### src/rtl/div_unit_pkg.sv
// div_unit_pkg: shared CPU datapath width and divider state encodings
package div_unit_pkg;
  localparam int DIV_WIDTH = 16;
  localparam int DIV_CNT_W = 4;
  typedef enum logic [1:0] {IDLE = 2'b00, CALC = 2'b01, FIX = 2'b10} state_t;
endpackage

### src/rtl/div_sign_fix.sv
// div_sign_fix: conditional two's-complement negate
module div_sign_fix #(
  parameter int WIDTH = 16
) (
  input  logic [WIDTH-1:0] a,
  input  logic             neg,
  output logic [WIDTH-1:0] y
);
  assign y = neg ? -a : a;
endmodule

### src/rtl/div_unit.sv
// div_unit: iterative radix-2 restoring signed/unsigned divider with pipeline stall
module div_unit import div_unit_pkg::*; #(
  parameter int WIDTH = DIV_WIDTH,
  parameter int CNT_W = DIV_CNT_W
) (
  input  logic             clk,
  input  logic             rst,
  input  logic             Start,
  input  logic             Signed,
  input  logic [WIDTH-1:0] A,
  input  logic [WIDTH-1:0] B,
  output logic             DivStall,
  output logic             Done,
  output logic [WIDTH-1:0] Quot,
  output logic [WIDTH-1:0] Rem,
  output logic             DivZero
);
  state_t state, nxt;
  logic [CNT_W-1:0] cnt;
  logic sa, sb, last, dz;
  logic [WIDTH-1:0] dvd, dvs, prem, a_abs, b_abs, q_fix, r_fix;
  logic [WIDTH:0] diff;
  assign last = cnt == CNT_W'(WIDTH-1);
  assign dz = dvs == '0;
  assign diff = {prem, dvd[WIDTH-1]} - {1'b0, dvs};
  div_sign_fix #(.WIDTH(WIDTH)) u_abs_a (.a(A), .neg(Signed & A[WIDTH-1]), .y(a_abs));
  div_sign_fix #(.WIDTH(WIDTH)) u_abs_b (.a(B), .neg(Signed & B[WIDTH-1]), .y(b_abs));
  // With B=0 every trial succeeds, leaving all-ones and |A|; re-signing Rem restores A
  div_sign_fix #(.WIDTH(WIDTH)) u_fix_q (.a(dvd), .neg((sa ^ sb) & ~dz), .y(q_fix));
  div_sign_fix #(.WIDTH(WIDTH)) u_fix_r (.a(prem), .neg(sa), .y(r_fix));
  always_comb begin
    nxt = state == IDLE ? (Start ? CALC : IDLE) : state == CALC ? (last ? FIX : CALC) : IDLE;
    DivStall = state != IDLE || Start;
  end
  always_ff @(posedge clk or negedge rst) begin
    if (!rst) state <= IDLE;
    else state <= nxt;
  end
  always_ff @(posedge clk or negedge rst) begin
    if (!rst) begin
      cnt <= '0;
      sa <= 1'b0;
      sb <= 1'b0;
      dvd <= '0;
      dvs <= '0;
      prem <= '0;
      Done <= 1'b0;
      Quot <= '0;
      Rem <= '0;
      DivZero <= 1'b0;
    end else begin
      Done <= state == FIX;
      if (state == IDLE && Start) begin
        sa <= Signed & A[WIDTH-1];
        sb <= Signed & B[WIDTH-1];
        dvd <= a_abs;
        dvs <= b_abs;
        prem <= '0;
        cnt <= '0;
      end else if (state == CALC) begin
        cnt <= cnt + CNT_W'(1);
        dvd <= {dvd[WIDTH-2:0], ~diff[WIDTH]};
        prem <= diff[WIDTH] ? {prem[WIDTH-2:0], dvd[WIDTH-1]} : diff[WIDTH-1:0];
      end else if (state == FIX) begin
        Quot <= q_fix;
        Rem <= r_fix;
        DivZero <= dz;
      end
    end
  end
endmodule

### config.mk
export PLATFORM = sky130hd
export DESIGN_NAME = div_unit
export DESIGN_NICKNAME = d
export VERILOG_FILES = /design/src/rtl/div_unit_pkg.sv /design/src/rtl/div_sign_fix.sv /design/src/rtl/div_unit.sv
export SDC_FILE = /design/constraint.sdc
export NUM_CORES = 1
export LEC_CHECK = 0
export BUFFER_PORTS_ARGS = -buffer_cell sky130_fd_sc_hd__buf_4
export CORE_AREA = 10 10 107 109
export CTS_CLUSTER_SIZE = 25
export DETAILED_ROUTE_END_ITERATION = 10
export DIE_AREA = 0 0 117 119
export MAX_ROUTING_LAYER = met4
export PLACE_DENSITY = 0.88
export SKIP_LAST_GASP = 1
export SYNTH_ARGS = -nofsm -noshare
export SYNTH_HDL_FRONTEND = slang
export SYNTH_SLANG_ARGS = --single-unit
### constraint.sdc
create_clock -name clk -period 3.6 [get_ports clk]
set_clock_uncertainty 0.05 [all_clocks]
set_input_delay 0.72 -clock clk [delete_from_list [all_inputs] [get_ports clk]]
set_output_delay 0.72 -clock clk [all_outputs]
set_load 0.03 [all_outputs]
==> flow_summary_export.csv, run 1 <==
group,metric,value,unit
setup_path,r2r_setup_slack,0.53,ns
setup_path,r2r_end,"prem[12]$_DFFE_PN0P_",
cts,root_buffer,"clkbuf_8",
grt,grt_pass1_vias,4602,
synthesis,synth_top_cell_area_share,0.4100,
setup_path,cpPeakStageDelay,0.58,ns
timing,post-route-period-util,0.8525,
finish,nFillCells,736,
synthesis,seq_area_frac_synth,0.4100,
routing,ant_nets,0,
placed_design,place_congestion,0.9228,
setup_path,rr_worst_depth,10,
power_and_ir_drop,power_density,1001,nW/um^2
synthesis,synth_most_common_cell,"nand2_1",
hold_path,worstHoldPathType,"reg2reg",
synthesis,ys_ff_latch,90,
cts,clkSlewWorstSetupHoldPaths,0.09,ns
synthesis,synth_edf_count,0,
cts,cts_setup_buffers,0,
cts,cts_tree,"yes",
die,die_area,13920,sq um
timing,maxSlewViolCount,0,
setup_path,r2r_start,"dvd[15]$_DFFE_PN0P_",
setup_path,startpoint_type,"flip-flop",
cts,holdBufCountCts,0,
job,drv_cap,0,
routing,avgRoutedWirePerCell,16.12,microns
finish,drive_above_1_share,0.1447,
cts,h-tree-depth,3,
grt,grt_use_total,0.1958,
die,start_util,0.5807,
setup_path,critPathArrivalTime,3.32,ns
cts,clock_latency,0.37,ns
setup_path,path_cells,"inv_1 -> ha_1 -> fa_1 -> nand2b_1 -> a211oi_1 -> nor2_1 -> o21ai_1 -> xnor2_4 -> or4b_1 -> nand2_1",
finish,nets,737,
setup_path,required,3.85,ns
cts,cts.sinks,90,
timing,setup_viol,0,
setup_path,cp_max_fo,29,
grt,antenna_found_initial,0,
routing,vias_per_cell,5.935,
finish,multi_input_area,3030,sq um
routing,wl,12860,microns
timing,hold_viol,0,
setup_path,crit_buf_inv,1,
cts,clockBufferDepth,2,
timing,max_freq,325.8,MHz
setup_path,crit_slowest_cell,"or4b_1",
synthesis,synth_ff_type,"dfrtp_1",
synthesis,ys_warn_count,0,
cts,post_cts_resized,0,
hold_path,hold_path_depth,2,
timing,grt_setup_unrepaired,"false",
finish,area_delta_synth_final,14.01,%
die,fp.dieH,119,microns
timing,relSlewSlack,0.2724,
setup_path,critical-path-top-delay-family,"simple AND/OR/NAND/NOR gates",
cts,cts_buffers,9,
hold_path,min_delay_worst_endpoint,"Rem[10]$_DFFE_PN0P_",
power_and_ir_drop,p_leak,0.002817,uW
grt,grt_pass1_wl,21850,microns
timing,fin_tns_setup,0,ns
grt,grt_overflow,0,
routing,drc_errors,0,
synthesis,synth_cells,627,
routing,drt_iter0_markers,311,
finish,n_antenna_cell,0,
timing,max_slew.worst_pin.slew,1.091,ns
synthesis,avgSynthCellArea,8.760,sq um
status,status,"complete, no violations",
die,rows,36,
synthesis,yosys-top-cells-count,"nand2_1 (99), o21ai_0 (92), dfrtp_1 (90), xor2_1 (43), xnor2_1 (26)",
die,die_w,117,microns
placed_design,port_buffers,70,
timing,fin_crit,3.069,ns
synthesis,synth.largest_area_cell,"dfrtp_1",
synthesis,async_reset_ff_frac,1.000,
placed_design,place_hpwl,9762,microns
placed_design,pre_cts_slack,0.3862,ns
power_and_ir_drop,peakVddDrop,0.0003690,V
hold_path,worstHoldStart,"Rem[10]$_DFFE_PN0P_",
synthesis,syn_area,5493,sq um
die,ios,71,
setup_path,end_kind,"flip-flop",
synthesis,synth.area.top_cells,"dfrtp_1 (41%), o21ai_0 (8.4%), xor2_1 (6.9%)",
setup_path,worstSetupPathType,"reg2reg",
grt,grt_start_max_net_pins,91,
routing,vias,4736,
timing,finalWorstSetupSlack,0.5310,ns
routing,drt-pass1-iter-count,5,
synthesis,synthDistinctLibCells,55,
synthesis,synth.net_count,685,
finish,register_area,2252,sq um
die,core,9459,sq um
==> flip-flops by register name, indices dropped and copies added (netlist names) <==
signal	cells
Quot	16
Rem	16
dvd	16
dvs	16
prem	16
cnt	4
state	2
DivZero	1
Done	1
sa	1
sb	1
==> worst max path at each step <==
stage | startpoint | end | slack [ns] | cells past startpoint
final | dvd[15]$_DFFE_PN0P_ | prem[12]$_DFFE_PN0P_ | 0.53 | 10
after detailed placement | prem[10]$_DFFE_PN0P_ | prem[15]$_DFFE_PN0P_ | 0.39 | 8
after global placement | prem[10]$_DFFE_PN0P_ | prem[10]$_DFFE_PN0P_ | 0.55 | 8
after floorplan | dvd[15]$_DFFE_PN0P_ | prem[4]$_DFFE_PN0P_ | 1.13 | 12
after CTS | prem[10]$_DFFE_PN0P_ | prem[15]$_DFFE_PN0P_ | 0.37 | 8
after global routing | prem[10]$_DFFE_PN0P_ | prem[15]$_DFFE_PN0P_ | 0.34 | 8
==> cell type report <==
cell class | count | share of cell area
Multi-Input combinational cell | 481 | 0.4839
Sequential cell | 90 | 0.3596
Timing Repair Buffer | 72 | 0.08631
Tap cell | 114 | 0.02278
Clock buffer | 10 | 0.02198
Inverter | 25 | 0.01499
Clock inverter | 6 | 0.01039
==> through the flow <==
step                std cells  area [sq um]  utilization  power [uW]  hold slack (ns)
floorplan                 627          5493            -        4662           0.3744
global placement          782          6048       0.6394        5338           0.4124
detailed placement        782          6048       0.6394        5510           0.4220
CTS                       798          6251       0.6608        6227           0.4437
global route              798          6262       0.6620        6829           0.4624
finish                    798          6262       0.6620        6265           0.4386
==> report_power, final <==
part | leakage [uW] | switching (uW) | total [uW] | internal [uW]
registers | 0.00109 | 518 | 1980 | 1460
logic | 0.00163 | 2060 | 3580 | 1520
clock network | 0.000103 | 372 | 713 | 341
total | 0.00282 | 2950 | 6270 | 3320
==> metal layers <==
metal,vias up,global-route usage,part of all wire
met2,179,0.2955,0.46
met3,20,0.02711,0.066
met5,-,-,0
met1,2223,0.2610,0.46
li1,2314,-,-
met4,0,0.07496,0.017
==> kinds of logic after synthesis <==
group / Yosys count / synth area share
DFF: 90 / 0.4100
adders and majority gates: 22 / 0.05148
AOI/OAI and AO/OA: 183 / 0.2023
and+or+nand+nor: 201 / 0.1729
buffers and inverters: 56 / 0.04214
muxes: 6 / 0.01116
xor gates and xnor gates: 69 / 0.1100
==> worst reg2reg max path, delay by kind of cell, from the launching register on <==
family / cells / cell delay (ns)
compound gates: 2 / 0.64
xor+xnor: 1 / 0.28
fa+ha+maj: 2 / 0.64
buf+inv: 1 / 0.08
flops: 1 / 0.35
simple gates: 4 / 0.98
==> cell usage in the layout, fill, tap and decap left out, types with 3 or more instances in the layout <==
cell type,n
nand4_1,3
o21ai_0,92
o41ai_1,5
xnor2_1,25
mux2i_1,5
a21o_1,3
and3_1,6
ha_1,21
or3_1,5
buf_4,72
inv_1,25
or4_1,3
xor2_1,43
o31ai_1,13
nor4_1,8
nor3_1,8
a32oi_1,3
nor2_1,22
nand2b_1,10
a31oi_1,4
dfrtp_1,90
a21oi_1,25
and2_1,7
nor2b_1,7
o311ai_0,7
a22oi_1,12
clkbuf_8,10
nand3_1,15
nand2_1,99
Power figures use the tool's default switching activity.
==> run 2, diff against run 1 <==
--- a/config.mk
+++ b/config.mk
@@ -6,13 +6,14 @@
 export NUM_CORES = 1
 export LEC_CHECK = 0
 export BUFFER_PORTS_ARGS = -buffer_cell sky130_fd_sc_hd__buf_4
-export CORE_AREA = 10 10 107 109
+export CORE_AREA = 10 10 116 118
 export CTS_CLUSTER_SIZE = 25
 export DETAILED_ROUTE_END_ITERATION = 10
-export DIE_AREA = 0 0 117 119
+export DIE_AREA = 0 0 126 128
 export MAX_ROUTING_LAYER = met4
-export PLACE_DENSITY = 0.88
+export PLACE_DENSITY = 0.82
 export SKIP_LAST_GASP = 1
 export SYNTH_ARGS = -nofsm -noshare
 export SYNTH_HDL_FRONTEND = slang
+export SYNTH_HIERARCHICAL = 1
 export SYNTH_SLANG_ARGS = --single-unit
==> constraint.sdc (replaced) <==
create_clock -name clk -period 3.1 [get_ports clk]
set_clock_uncertainty 0.05 [all_clocks]
set_input_delay 0.62 -clock clk [delete_from_list [all_inputs] [get_ports clk]]
set_output_delay 0.62 -clock clk [all_outputs]
set_load 0.03 [all_outputs]
==> flow_summary_export.csv, run 2 <==
group,metric,value,unit
status,status,"complete, no violations",
finish,final_cells,845,
finish,final_cell_mix,"dfrtp_1 (90), nand2_1 (90), buf_4 (88)",
die,ios,71,
routing,drc_errors,0,
finish,fin_area,7114,sq um
setup_path,crit_end,"prem[8]$_DFFE_PN0P_",
timing,maxSlewViolCount,0,
setup_path,cpPeakStageDelay,0.40,ns
routing,vias_per_cell,5.740,
setup_path,required,3.25,ns
timing,max_slew.worst_pin.slew,0.7303,ns
placed_design,place_hpwl,11050,microns
synthesis,avgSynthCellArea,9.593,sq um
timing,relSlewSlack,0.5119,
grt,grt_overflow,0,
timing,setup_viol,0,
synthesis,synth.area.top_cells,"dfrtp_1 (37%), xnor2_1 (8.2%), mux2_2 (6.0%)",
synthesis,synth.largest_area_cell,"dfrtp_1",
synthesis,synth_top_cell_area_share,0.3745,
finish,area_delta_synth_final,18.29,%
power_and_ir_drop,power_switching,4081,uW
setup_path,cp_max_fo,10,
finish,multi_input_area,3485,sq um
routing,drt_iter0_markers,341,
cts,cts.sinks,90,
timing,fin_crit,2.925,ns
setup_path,startpoint_type,"flip-flop",
synthesis,async_reset_ff_frac,1.000,
synthesis,synth_cells,627,
die,die_area,16130,sq um
routing,drt-pass1-iter-count,7,
power_and_ir_drop,p_leak,0.003141,uW
setup_path,r2r_start,"dvd[15]$_DFFE_PN0P_",
synthesis,yosys-top-cells-count,"dfrtp_1 (90), nand2_1 (90), xnor2_1 (56), o21ai_0 (38), inv_1 (33)",
die,start_util,0.5359,
placed_design,dp.cells,828,
hold_path,worstHoldPathType,"in2async",
synthesis,ys_warn_count,6,
placed_design,place_congestion,0.8768,
finish,nFillCells,907,
timing,hold_viol,0,
synthesis,ys_ff_latch,90,
power_and_ir_drop,power.share.switching,0.4482,
setup_path,r2r_end,"prem[8]$_DFFE_PN0P_",
finish,n_antenna_cell,0,
setup_path,worstSetupPathType,"reg2reg",
die,core,11220,sq um
cts,clockBufferDepth,2,
timing,max_freq,341.8,MHz
finish,utilization,0.6339,
grt,grt_pass1_vias,4883,
power_and_ir_drop,p_comb_frac,0.600,
setup_path,path_cells,"inv_2 -> ha_1 -> inv_1 -> fa_2 -> a211o_1 -> a211oi_2 -> nor4_1 -> nor3b_1 -> nor4_4 -> buf_6 -> mux2i_1 -> o21ai_0",
cts,h-tree-depth,3,
setup_path,end_kind,"flip-flop",
grt,grt_use_total,0.1862,
finish,drive_above_1_share,0.2621,
routing,avgRoutedWirePerCell,17.19,microns
synthesis,synth_edf_count,0,
finish,nets,755,
cts,clkSlewWorstSetupHoldPaths,0.06,ns
placed_design,placedInstanceArea,6729,sq um
timing,grt_setup_unrepaired,"false",
placed_design,port_buffers,70,
finish,register_area,2252,sq um
timing,fin_tns_setup,0,ns
setup_path,setup.worst_path.start,"dvd[15]$_DFFE_PN0P_",
power_and_ir_drop,power.share.sequential,0.256,
routing,vias,4850,
timing,post-route-period-util,0.9437,
cts,root_buffer,"clkbuf_16",
routing,ant_nets,0,
synthesis,synth_ff_type,"dfrtp_1",
grt,grt_start_max_net_pins,54,
setup_path,r2r_setup_slack,0.17,ns
setup_path,critPathArrivalTime,3.08,ns
power_and_ir_drop,peakVddDrop,0.0006511,V
cts,cts_buffers,9,
die,rows,39,
die,die_w,126,microns
cts,clock_latency,0.35,ns
power_and_ir_drop,p_int,5023,uW
synthesis,seq_area_frac_synth,0.3745,
cts,cts_tree,"yes",
routing,wl,14520,microns
power_and_ir_drop,power_density,1280,nW/um^2
job,drv_cap,0,
synthesis,syn_area,6015,sq um
synthesis,synthDistinctLibCells,62,
setup_path,crit_slowest_cell,"dfrtp_1",
synthesis,synth.net_count,685,
grt,antenna_found_initial,0,
grt,grt_pass1_wl,24320,microns
die,fp.dieH,128,microns
power_and_ir_drop,p_clk_frac,0.144,
setup_path,rr_worst_depth,12,
-- run 2: changes by cell type in the layout (fill, tap and decap cells not counted), moves of 10 or more --
cell / before / now
mux2_2: 1 / 32
a21oi_1: 25 / 11
buf_4: 72 / 88
o21ai_0: 92 / 38
xor2_1: 43 / 13
xnor2_1: 25 / 56
o21a_1: 0 / 10
o21ai_1: 2 / 14
-- run 2: final cells by class --
cell class              instances  area share
multi-input cells             469      0.4898
flip-flops and latches         90      0.3166
repair buffers                 91     0.09884
clock buffers                  11     0.03553
well taps                     143     0.02515
inverters                      36     0.01899
clock inverters                 5     0.01512
-- run 2: kinds of logic (layout without fill, tap and decap cells) --
kind of cell,Yosys count,count (layout),share of synthesized area
multiplexers,45,45,0.08155
AO/OA/AOI/OAI,142,142,0.1768
buffers and inverters,68,143,0.04972
adder cells (fa/ha/maj),22,22,0.04701
AND/OR/NAND/NOR,191,191,0.1700
flip-flops,90,90,0.3745
XOR/XNOR,69,69,0.1005
-- run 2: worst min-delay path by stage --
| stage | to | cells after the start |
|---|---|---|
| after floorplan | DivZero$_DFFE_PN0P_ | 0 |
| after global placement | cnt[3]$_DFFE_PN0P_ | 1 |
| after detailed placement | cnt[3]$_DFFE_PN0P_ | 1 |
| after CTS | dvs[6]$_DFFE_PN0P_ | 1 |
| after global routing | dvs[1]$_DFFE_PN0P_ | 1 |
| final | dvs[1]$_DFFE_PN0P_ | 1 |
-- run 2: per-stage QoR --
| stage | hold WS (ns) | setup slack [ns] | power, uW |
|---|---|---|---|
| detailed placement | 0.4310 | 0.04626 | 7687 |
| global placement | 0.4204 | 0.1116 | 7462 |
| global route | 0.2406 | 0.05001 | 9782 |
| CTS | 0.2134 | 0.01970 | 9058 |
| floorplan | 0.2744 | 0.1542 | 6255 |
| finish | 0.1981 | 0.1747 | 9105 |
-- run 2: timing repair --
action / CTS / global route
setup buffers: 0 / 1
hold buffers: 0 / 0
pin swaps: 0 / 3
gates cloned: 0 / 0
resized for setup: 1 / 4
endpoints found under the setup margin: 1 / 16
-- run 2: worst max-delay path, delay by kind of cell, from the launching register on --
family	cells	cell delay (ns)
simple gates	3	0.62
buf+inv	3	0.35
fa+ha+maj	2	0.50
compound gates	3	0.65
mux	1	0.21
flops	1	0.40
-- run 2: layer usage --
metal	vias to the layer above	routed length [microns]	part of all wire	global-route usage
met1	2363	6762	0.47	0.2394
met3	20	696	0.048	0.03102
met4	0	230	0.016	0.06095
li1	2335	-	-	-
met2	132	6834	0.47	0.2934
met5	-	0	0	-
-- run 2: power by group through the flow --
| stage | logic [uW] | registers, uW | clock network, uW |
|---|---|---|---|
| 6_report | 5460 | 2330 | 1310 |
| 2_1_floorplan | 3630 | 2620 | 0 |
| 4_1_cts | 5410 | 2320 | 1320 |
| 3_5_place_dp | 5350 | 2340 | 0 |
| 5_1_grt | 6010 | 2400 | 1370 |
| 3_3_place_gp | 5170 | 2290 | 0 |
